`src/rtl/rename_checkpoint_unit.sv`:
```
// Single-issue register rename stage with speculative and committed alias tables
// sharing one circular free list; flush rebuilds the speculative map in a single cycle.
module rename_checkpoint_unit #(
  parameter int NUM_PHYS_REGS = 64,
  parameter int NUM_ARCH_REGS = 32,
  parameter int PHYS_W        = 6,
  parameter int ARCH_W        = 5
) (
  input  logic              clk,
  input  logic              reset_n,
  input  logic              rename_valid,
  output logic              rename_ready,
  input  logic [ARCH_W-1:0] rs1,
  input  logic [ARCH_W-1:0] rs2,
  input  logic [ARCH_W-1:0] rd,
  input  logic              rd_write,
  output logic [PHYS_W-1:0] phys_rs1,
  output logic [PHYS_W-1:0] phys_rs2,
  output logic [PHYS_W-1:0] phys_rd,
  output logic [PHYS_W-1:0] prev_phys_rd,
  input  logic              retire_valid,
  input  logic              retire_rd_write,
  input  logic [ARCH_W-1:0] retire_arch_rd,
  input  logic [PHYS_W-1:0] retire_phys_rd,
  input  logic [PHYS_W-1:0] retire_prev_phys_rd,
  input  logic              flush,
  output logic [PHYS_W:0]   free_count,
  output logic              overflow_err
);

  localparam int FL_DEPTH = NUM_PHYS_REGS - NUM_ARCH_REGS;
  localparam int PTR_W    = (FL_DEPTH > 1) ? $clog2(FL_DEPTH) : 1;
  localparam logic [PTR_W-1:0] PTR_LAST = PTR_W'(FL_DEPTH - 1);
  localparam logic [PHYS_W:0]  FL_FULL  = (PHYS_W + 1)'(FL_DEPTH);

  logic [PHYS_W-1:0] spec_rat   [NUM_ARCH_REGS];
  logic [PHYS_W-1:0] commit_rat [NUM_ARCH_REGS];
  logic [PHYS_W-1:0] fifo       [FL_DEPTH];
  logic [PTR_W-1:0]  head;
  logic [PTR_W-1:0]  commit_head;
  logic [PTR_W-1:0]  tail;
  logic [PTR_W-1:0]  commit_head_next;

  logic alloc;
  logic fire;
  logic retire_upd;
  logic commit_wr;
  logic push;

  // Pointers wrap explicitly so the free list depth need not be a power of two.
  function automatic logic [PTR_W-1:0] ptr_inc(input logic [PTR_W-1:0] p);
    return (p == PTR_LAST) ? '0 : p + 1'b1;
  endfunction

  always_comb begin
    alloc            = rd_write && (rd != '0);
    rename_ready     = !flush && (!alloc || (free_count != '0));
    fire             = rename_valid && rename_ready && alloc;
    retire_upd       = retire_valid && retire_rd_write;
    commit_wr        = retire_upd && (retire_arch_rd != '0);
    push             = retire_upd && (free_count != FL_FULL);
    commit_head_next = push ? ptr_inc(commit_head) : commit_head;
    phys_rs1         = (rs1 == '0) ? '0 : spec_rat[rs1];
    phys_rs2         = (rs2 == '0) ? '0 : spec_rat[rs2];
    phys_rd          = alloc ? fifo[head] : '0;
    prev_phys_rd     = alloc ? spec_rat[rd] : '0;
  end

  always_ff @(posedge clk or negedge reset_n) begin
    if (!reset_n) begin
      for (int i = 0; i < NUM_ARCH_REGS; i++) begin
        spec_rat[i]   <= PHYS_W'(i);
        commit_rat[i] <= PHYS_W'(i);
      end
      for (int j = 0; j < FL_DEPTH; j++) begin
        fifo[j] <= PHYS_W'(NUM_ARCH_REGS + j);
      end
      head         <= '0;
      commit_head  <= '0;
      tail         <= '0;
      free_count   <= FL_FULL;
      overflow_err <= 1'b0;
    end else begin
      if (commit_wr) begin
        commit_rat[retire_arch_rd] <= retire_phys_rd;
      end
      if (push) begin
        fifo[tail] <= retire_prev_phys_rd;
        tail       <= ptr_inc(tail);
      end
      if (retire_upd && !push) begin
        overflow_err <= 1'b1;
      end
      commit_head <= commit_head_next;

      // Flush sees this cycle's retire: both the committed map and commit_head are forwarded.
      if (flush) begin
        for (int i = 0; i < NUM_ARCH_REGS; i++) begin
          spec_rat[i] <= (commit_wr && (retire_arch_rd == ARCH_W'(i))) ? retire_phys_rd
                                                                       : commit_rat[i];
        end
        head       <= commit_head_next;
        free_count <= FL_FULL;
      end else begin
        if (fire) begin
          spec_rat[rd] <= fifo[head];
          head         <= ptr_inc(head);
        end
        case ({fire, push})
          2'b10:   free_count <= free_count - 1'b1;
          2'b01:   free_count <= free_count + 1'b1;
          default: free_count <= free_count;
        endcase
      end
    end
  end

endmodule

```
`config.mk`:
```
export PLATFORM = sky130hd
export DESIGN_NAME = rename_checkpoint_unit
export DESIGN_NICKNAME = d
export VERILOG_FILES = /design/src/rtl/rename_checkpoint_unit.sv
export SDC_FILE = /design/constraint.sdc
export NUM_CORES = 1
export LEC_CHECK = 0
export CAP_MARGIN = 10
export CORE_UTILIZATION = 45
export CTS_CLUSTER_DIAMETER = 50
export DETAILED_ROUTE_END_ITERATION = 16
export DONT_BUFFER_PORTS = 1
export GPL_TIMING_DRIVEN = 0
export PLACE_DENSITY = 0.57
export REMOVE_ABC_BUFFERS = 1
export SYNTH_ARGS = -nofsm -noshare
export SYNTH_HDL_FRONTEND = slang
export SYNTH_SLANG_ARGS = --single-unit
```
`constraint.sdc`:
```
create_clock -name clk -period 3.5 [get_ports clk]
set_input_delay 0.175 -clock clk [delete_from_list [all_inputs] [get_ports clk]]
set_output_delay 0.175 -clock clk [all_outputs]
set_load 0.005 [all_outputs]
```
==> results by stage <==
Worst setup path:
- Walking the worst path, the cells encountered are buf_16, mux4_2, a22oi_1, a211o_4, nor2_2.
- The startpoint identified for the worst register-to-register timing path is free_count[0]$_DFFE_PN0P_.
- The critical setup path kind is flop to primary output.
- The critical path starts at head[0]$_DFFE_PN0P_.
- Measured in cells, the most critical reg-to-reg path has a length of 7.
- In this run the register-to-register setup slack is 140 ps.
- STA classifies the critical path endpoint as a primary output.
- In this run the worst path has a maximum fanout of 33.
- For this run, the slowest stage of the critical path takes around 640 ps.
- The critical path data arrival time is 3200 ps.
- For this design, the slowest cell found on the critical path is sky130_fd_sc_hd__dfrtp_4.
- The data required time at the worst endpoint is about 3300 ps.
- The kind of launch point of the worst setup path is a flop.
- The endpoint identified for the worst register-to-register timing path is spec_rat[107]$_DFFE_PN0P_.

CTS:
- The root buffer cell chosen for the clock tree is sky130_fd_sc_hd__clkbuf_16.
- The maximum level of the CTS H-tree is 3.
- The clock-pin slew reported for the worst setup and hold paths after clock tree synthesis is 60 ps.
- Hold repair after CTS inserted 43 buffers.
- In this run, CTS created clock tree buffers numbering 72.
- The clock passes through at most 3 buffers.
- The clock sink total is around 600.
- For the worst-skew pair, the clock arrives at the later sink with an insertion delay of a little over 600 ps.
- The CTS tree is done.

Synth:
- Summed over all instances, the cell type with the most area after synthesis is sky130_fd_sc_hd__dfrtp_1.
- Synthesis produced a netlist whose cell count is 2268.
- Ranked by total cell area, the synthesized netlist is headed by sky130_fd_sc_hd__dfrtp_1 26%, sky130_fd_sc_hd__dfstp_2 23%, sky130_fd_sc_hd__mux4_2 15%.
- The part of the Yosys area used for sequential elements is roughly half.
- Among all flip-flop cells after synthesis, the most frequent one is sky130_fd_sc_hd__dfrtp_1.
- The mean instance size in the synthesized netlist is 13.61 µm².
- The number of storage elements in the synthesis netlist is 599.
- After synthesis, the share of flip-flops with an asynchronous set or reset is 100.0%.
- By instance count, the leading cell after synthesis is sky130_fd_sc_hd__dfrtp_1.
- The synthesized area is 30860 µm².
- The count of flip-flops with a built-in enable after synthesis is 0.
- Sorting the synthesized cells by how often they occur yields 326 x sky130_fd_sc_hd__dfrtp_1, 315 x sky130_fd_sc_hd__mux2_2, 273 x sky130_fd_sc_hd__dfstp_2.
- For this run, the number of Yosys warnings is 0.
- In this run the biggest area consumer among cell types represents 26.43% of the synthesized area.
- The number of distinct library cells after synthesis is 76.

Timing:
- The number of pins exceeding their max-slew limit in the final report is 301.
- In the finished design, the share of the clock period the worst path needs comes to 96.48%.
- After layout, the worst setup slack is 123.1 ps.
- For the pin with the worst max-slew slack, the measured transition is 2146 ps.
- The final hold violation count was 402.
- After layout, the minimum clock period comes to 3377 ps.
- Timing would allow up to 296.1 MHz.
- Setup violations remaining at the end of the flow were counted as 0.
- The worst setup skew after layout is 19.98 ps.
- Adding up every negative setup slack in the final design gives 0 ps.
- Setup repair after global routing left no endpoint under its margin.
- Final hold analysis gives a worst-case slack of -698.7 ps.
- In this run the tightest slew margin relative to its limit is -43.08%.

Finish:
- Fill cells in the final layout number around 5800.
- The share of layout cells above drive strength 1 is between 40 and 50%.
- The final layout net count is around 2300.
- From synthesis to final layout, the design area changed by 12.09%.
- The finished cells cover about 35000 µm².

Global route:
- The global-route wire length before repair is 142.4 mm.
- Global routing finished with a remaining overflow of 0.
- The initial antenna violation count was 3.
- The number of global-route vias before repair came to 21050.
- The overall track demand over capacity in global routing is roughly 28%.
- The largest net degree at the start of global routing is 600.

Routing:
- The total via count after detailed routing is 20680.
- The DRC violation count after routing is 0.
- After detailed routing, the average wire length per cell comes to 30.11 µm.
- The number of design-rule violations left by the first detailed-router iteration is 1959.
- The count of antenna-violating nets left after detailed routing is 0.
- The pre-antenna-repair detailed-routing pass consisted of 6 iterations.
- The routed wire length is 95.19 mm.
- The number of vias per cell is around 6.5.

Power:
- The share of power burned in registers is 40.4%.
- The internal power contribution is 16190 µW.
- The clock network burns 32.4% of the power.
- Summed over all cells, the static leakage comes to 0.01415 µW.
- The power density relative to cell area is 692.5 nW/µm².
- Net switching is between 30% and 40% of the power.
- The overall power consumption is ~24000 µW.
- Summed over all nets, the switching power comes to roughly 7800 µW.
- IR analysis of the VDD net gives a maximum drop of 0.4901 mV.
- Per report_power, the combinational group accounts for a little over a quarter of the total.

Place:
- In this run the cell area measured after placement is 31420 µm².
- Input and output buffers added on the ports amount to 0.
- At the end of routability-driven placement, the weighted congestion stood at 0.9291.
- The detailed placer's ending HPWL is 60.05 mm.
- The minimum setup slack after placement is -202.9 ps.

Outcome:
- The flow ran to the end, but the final reports show violations.
- The checks that failed: hold timing, slew limit.

Hold path:
- The worst min-delay path class is input pin to asynchronous set/reset pin.

Die:
- The floorplan step defined a core boundary enclosing 67510 µm².
- The number of core rows is 95.
- The width of the chip is 263.9 µm.
- The die extent in y is 263.9 µm.
- The initial utilization of the core area, before any placement, comes to 45.71%.
- The die covers roughly 70000 µm².
- For this design the top-level I/O count stands at 72.

Run:
- Max-cap violations in this run came to 0.
-- sequential cells by signal, indices dropped and copies added, names as in the netlist --
name and flops:
commit_rat 192, fifo 192, tail 5, head 5
free_count 7, commit_head 5, overflow_err 1, spec_rat 192
-- cell families after synthesis --
family                     share of synthesized area [%]
xor gates and xnor gates                         0.08515
and+or+nand+nor                                    5.063
buffers and inverters                              3.928
muxes                                              29.84
DFF                                                49.67
adders and majority gates                         0.7135
AOI/OAI and AO/OA                                  10.70
-- critical path: cells and delay by family, from the launching register on --
kind	cells	cell delay, ps
buf+inv	1	280
simple gates	1	120
mux	1	550
flops	1	640
compound gates	2	930
-- through the flow --
step | util, % | std cells
after detailed placement | 46.54 | 2974
final | 51.24 | 3161
after floorplan | - | 2086
after global routing | 51.23 | 3160
after global placement | 45.98 | 2959
after CTS | 51.16 | 3155
-- layout by cell type (no fill, tap or decap), types with 9 or more instances in the layout --
cell type                       instances
sky130_fd_sc_hd__mux4_2               207
sky130_fd_sc_hd__nor2b_1               12
sky130_fd_sc_hd__nor3_2                 9
sky130_fd_sc_hd__dfrtp_1              323
sky130_fd_sc_hd__dlygate4sd3_1         31
sky130_fd_sc_hd__mux2_4                12
sky130_fd_sc_hd__buf_4                 10
sky130_fd_sc_hd__inv_1                 79
sky130_fd_sc_hd__dfstp_2              273
sky130_fd_sc_hd__clkbuf_1              20
sky130_fd_sc_hd__mux2_2               315
sky130_fd_sc_hd__a31oi_2               11
sky130_fd_sc_hd__a21oi_1               19
sky130_fd_sc_hd__and3_1                13
sky130_fd_sc_hd__ha_1                  16
sky130_fd_sc_hd__a21o_1                 9
sky130_fd_sc_hd__a22oi_1              152
sky130_fd_sc_hd__o21ai_0              113
sky130_fd_sc_hd__mux2i_1               77
sky130_fd_sc_hd__o221ai_1              64
sky130_fd_sc_hd__clkbuf_16             78
sky130_fd_sc_hd__buf_12                13
sky130_fd_sc_hd__nor2_1                36
sky130_fd_sc_hd__nand3_1               37
sky130_fd_sc_hd__nand2_1              141
sky130_fd_sc_hd__o21ai_1               36
-- how the worst max path moves through the flow --
stage                                           end  slack [ps]
after floorplan           spec_rat[157]$_DFFE_PN0P_        -160
after global placement     spec_rat[61]$_DFFE_PN0P_       -2320
after detailed placement  free_count[6]$_DFFE_PN0P_        -200
after CTS                                phys_rd[3]          60
after global routing                     phys_rd[3]           2
final                                    phys_rd[3]         120
-- layout make-up --
type                            count  area [µm²]  area share, %
Clock inverter                     27       345.3         0.9983
Clock buffer                      106        2137          6.178
Multi-Input combinational cell   1407       14430          41.70
Sequential cell                   599       15340          44.35
Timing Repair Buffer               68       948.4          2.742
Tap cell                          873        1092          3.158
Inverter                           80       300.3         0.8681
Antenna cell                        1       2.502       0.007234
-- power groups by stage --
stage / registers (µW) / logic [µW] / clock network, µW
after floorplan: 9400 / 3640 / 0
after global placement: 9810 / 5250 / 0
after detailed placement: 9740 / 6010 / 0
after CTS: 9640 / 6380 / 7890
after global routing: 9840 / 6870 / 8160
final: 9680 / 6530 / 7750
-- repair_timing --
action | CTS | global route
setup endpoints to repair | 8 | 4
pin swaps | 4 | 2
hold endpoints to repair | 1180 | 493
setup buffers | 5 | 5
resized for setup | 7 | 3
cloned | 0 | 0
-- per-layer routing --
metal,track usage (%),share of wire (%),wire length (µm),vias to the layer above
met5,0,0,0,-
met3,5.882,8.2,7841,222
met2,44.15,47,45210,919
met1,36.59,39,37320,10890
li1,-,-,-,8652
met4,12.23,5.1,4821,0
(Power assumes the default switching activity.)
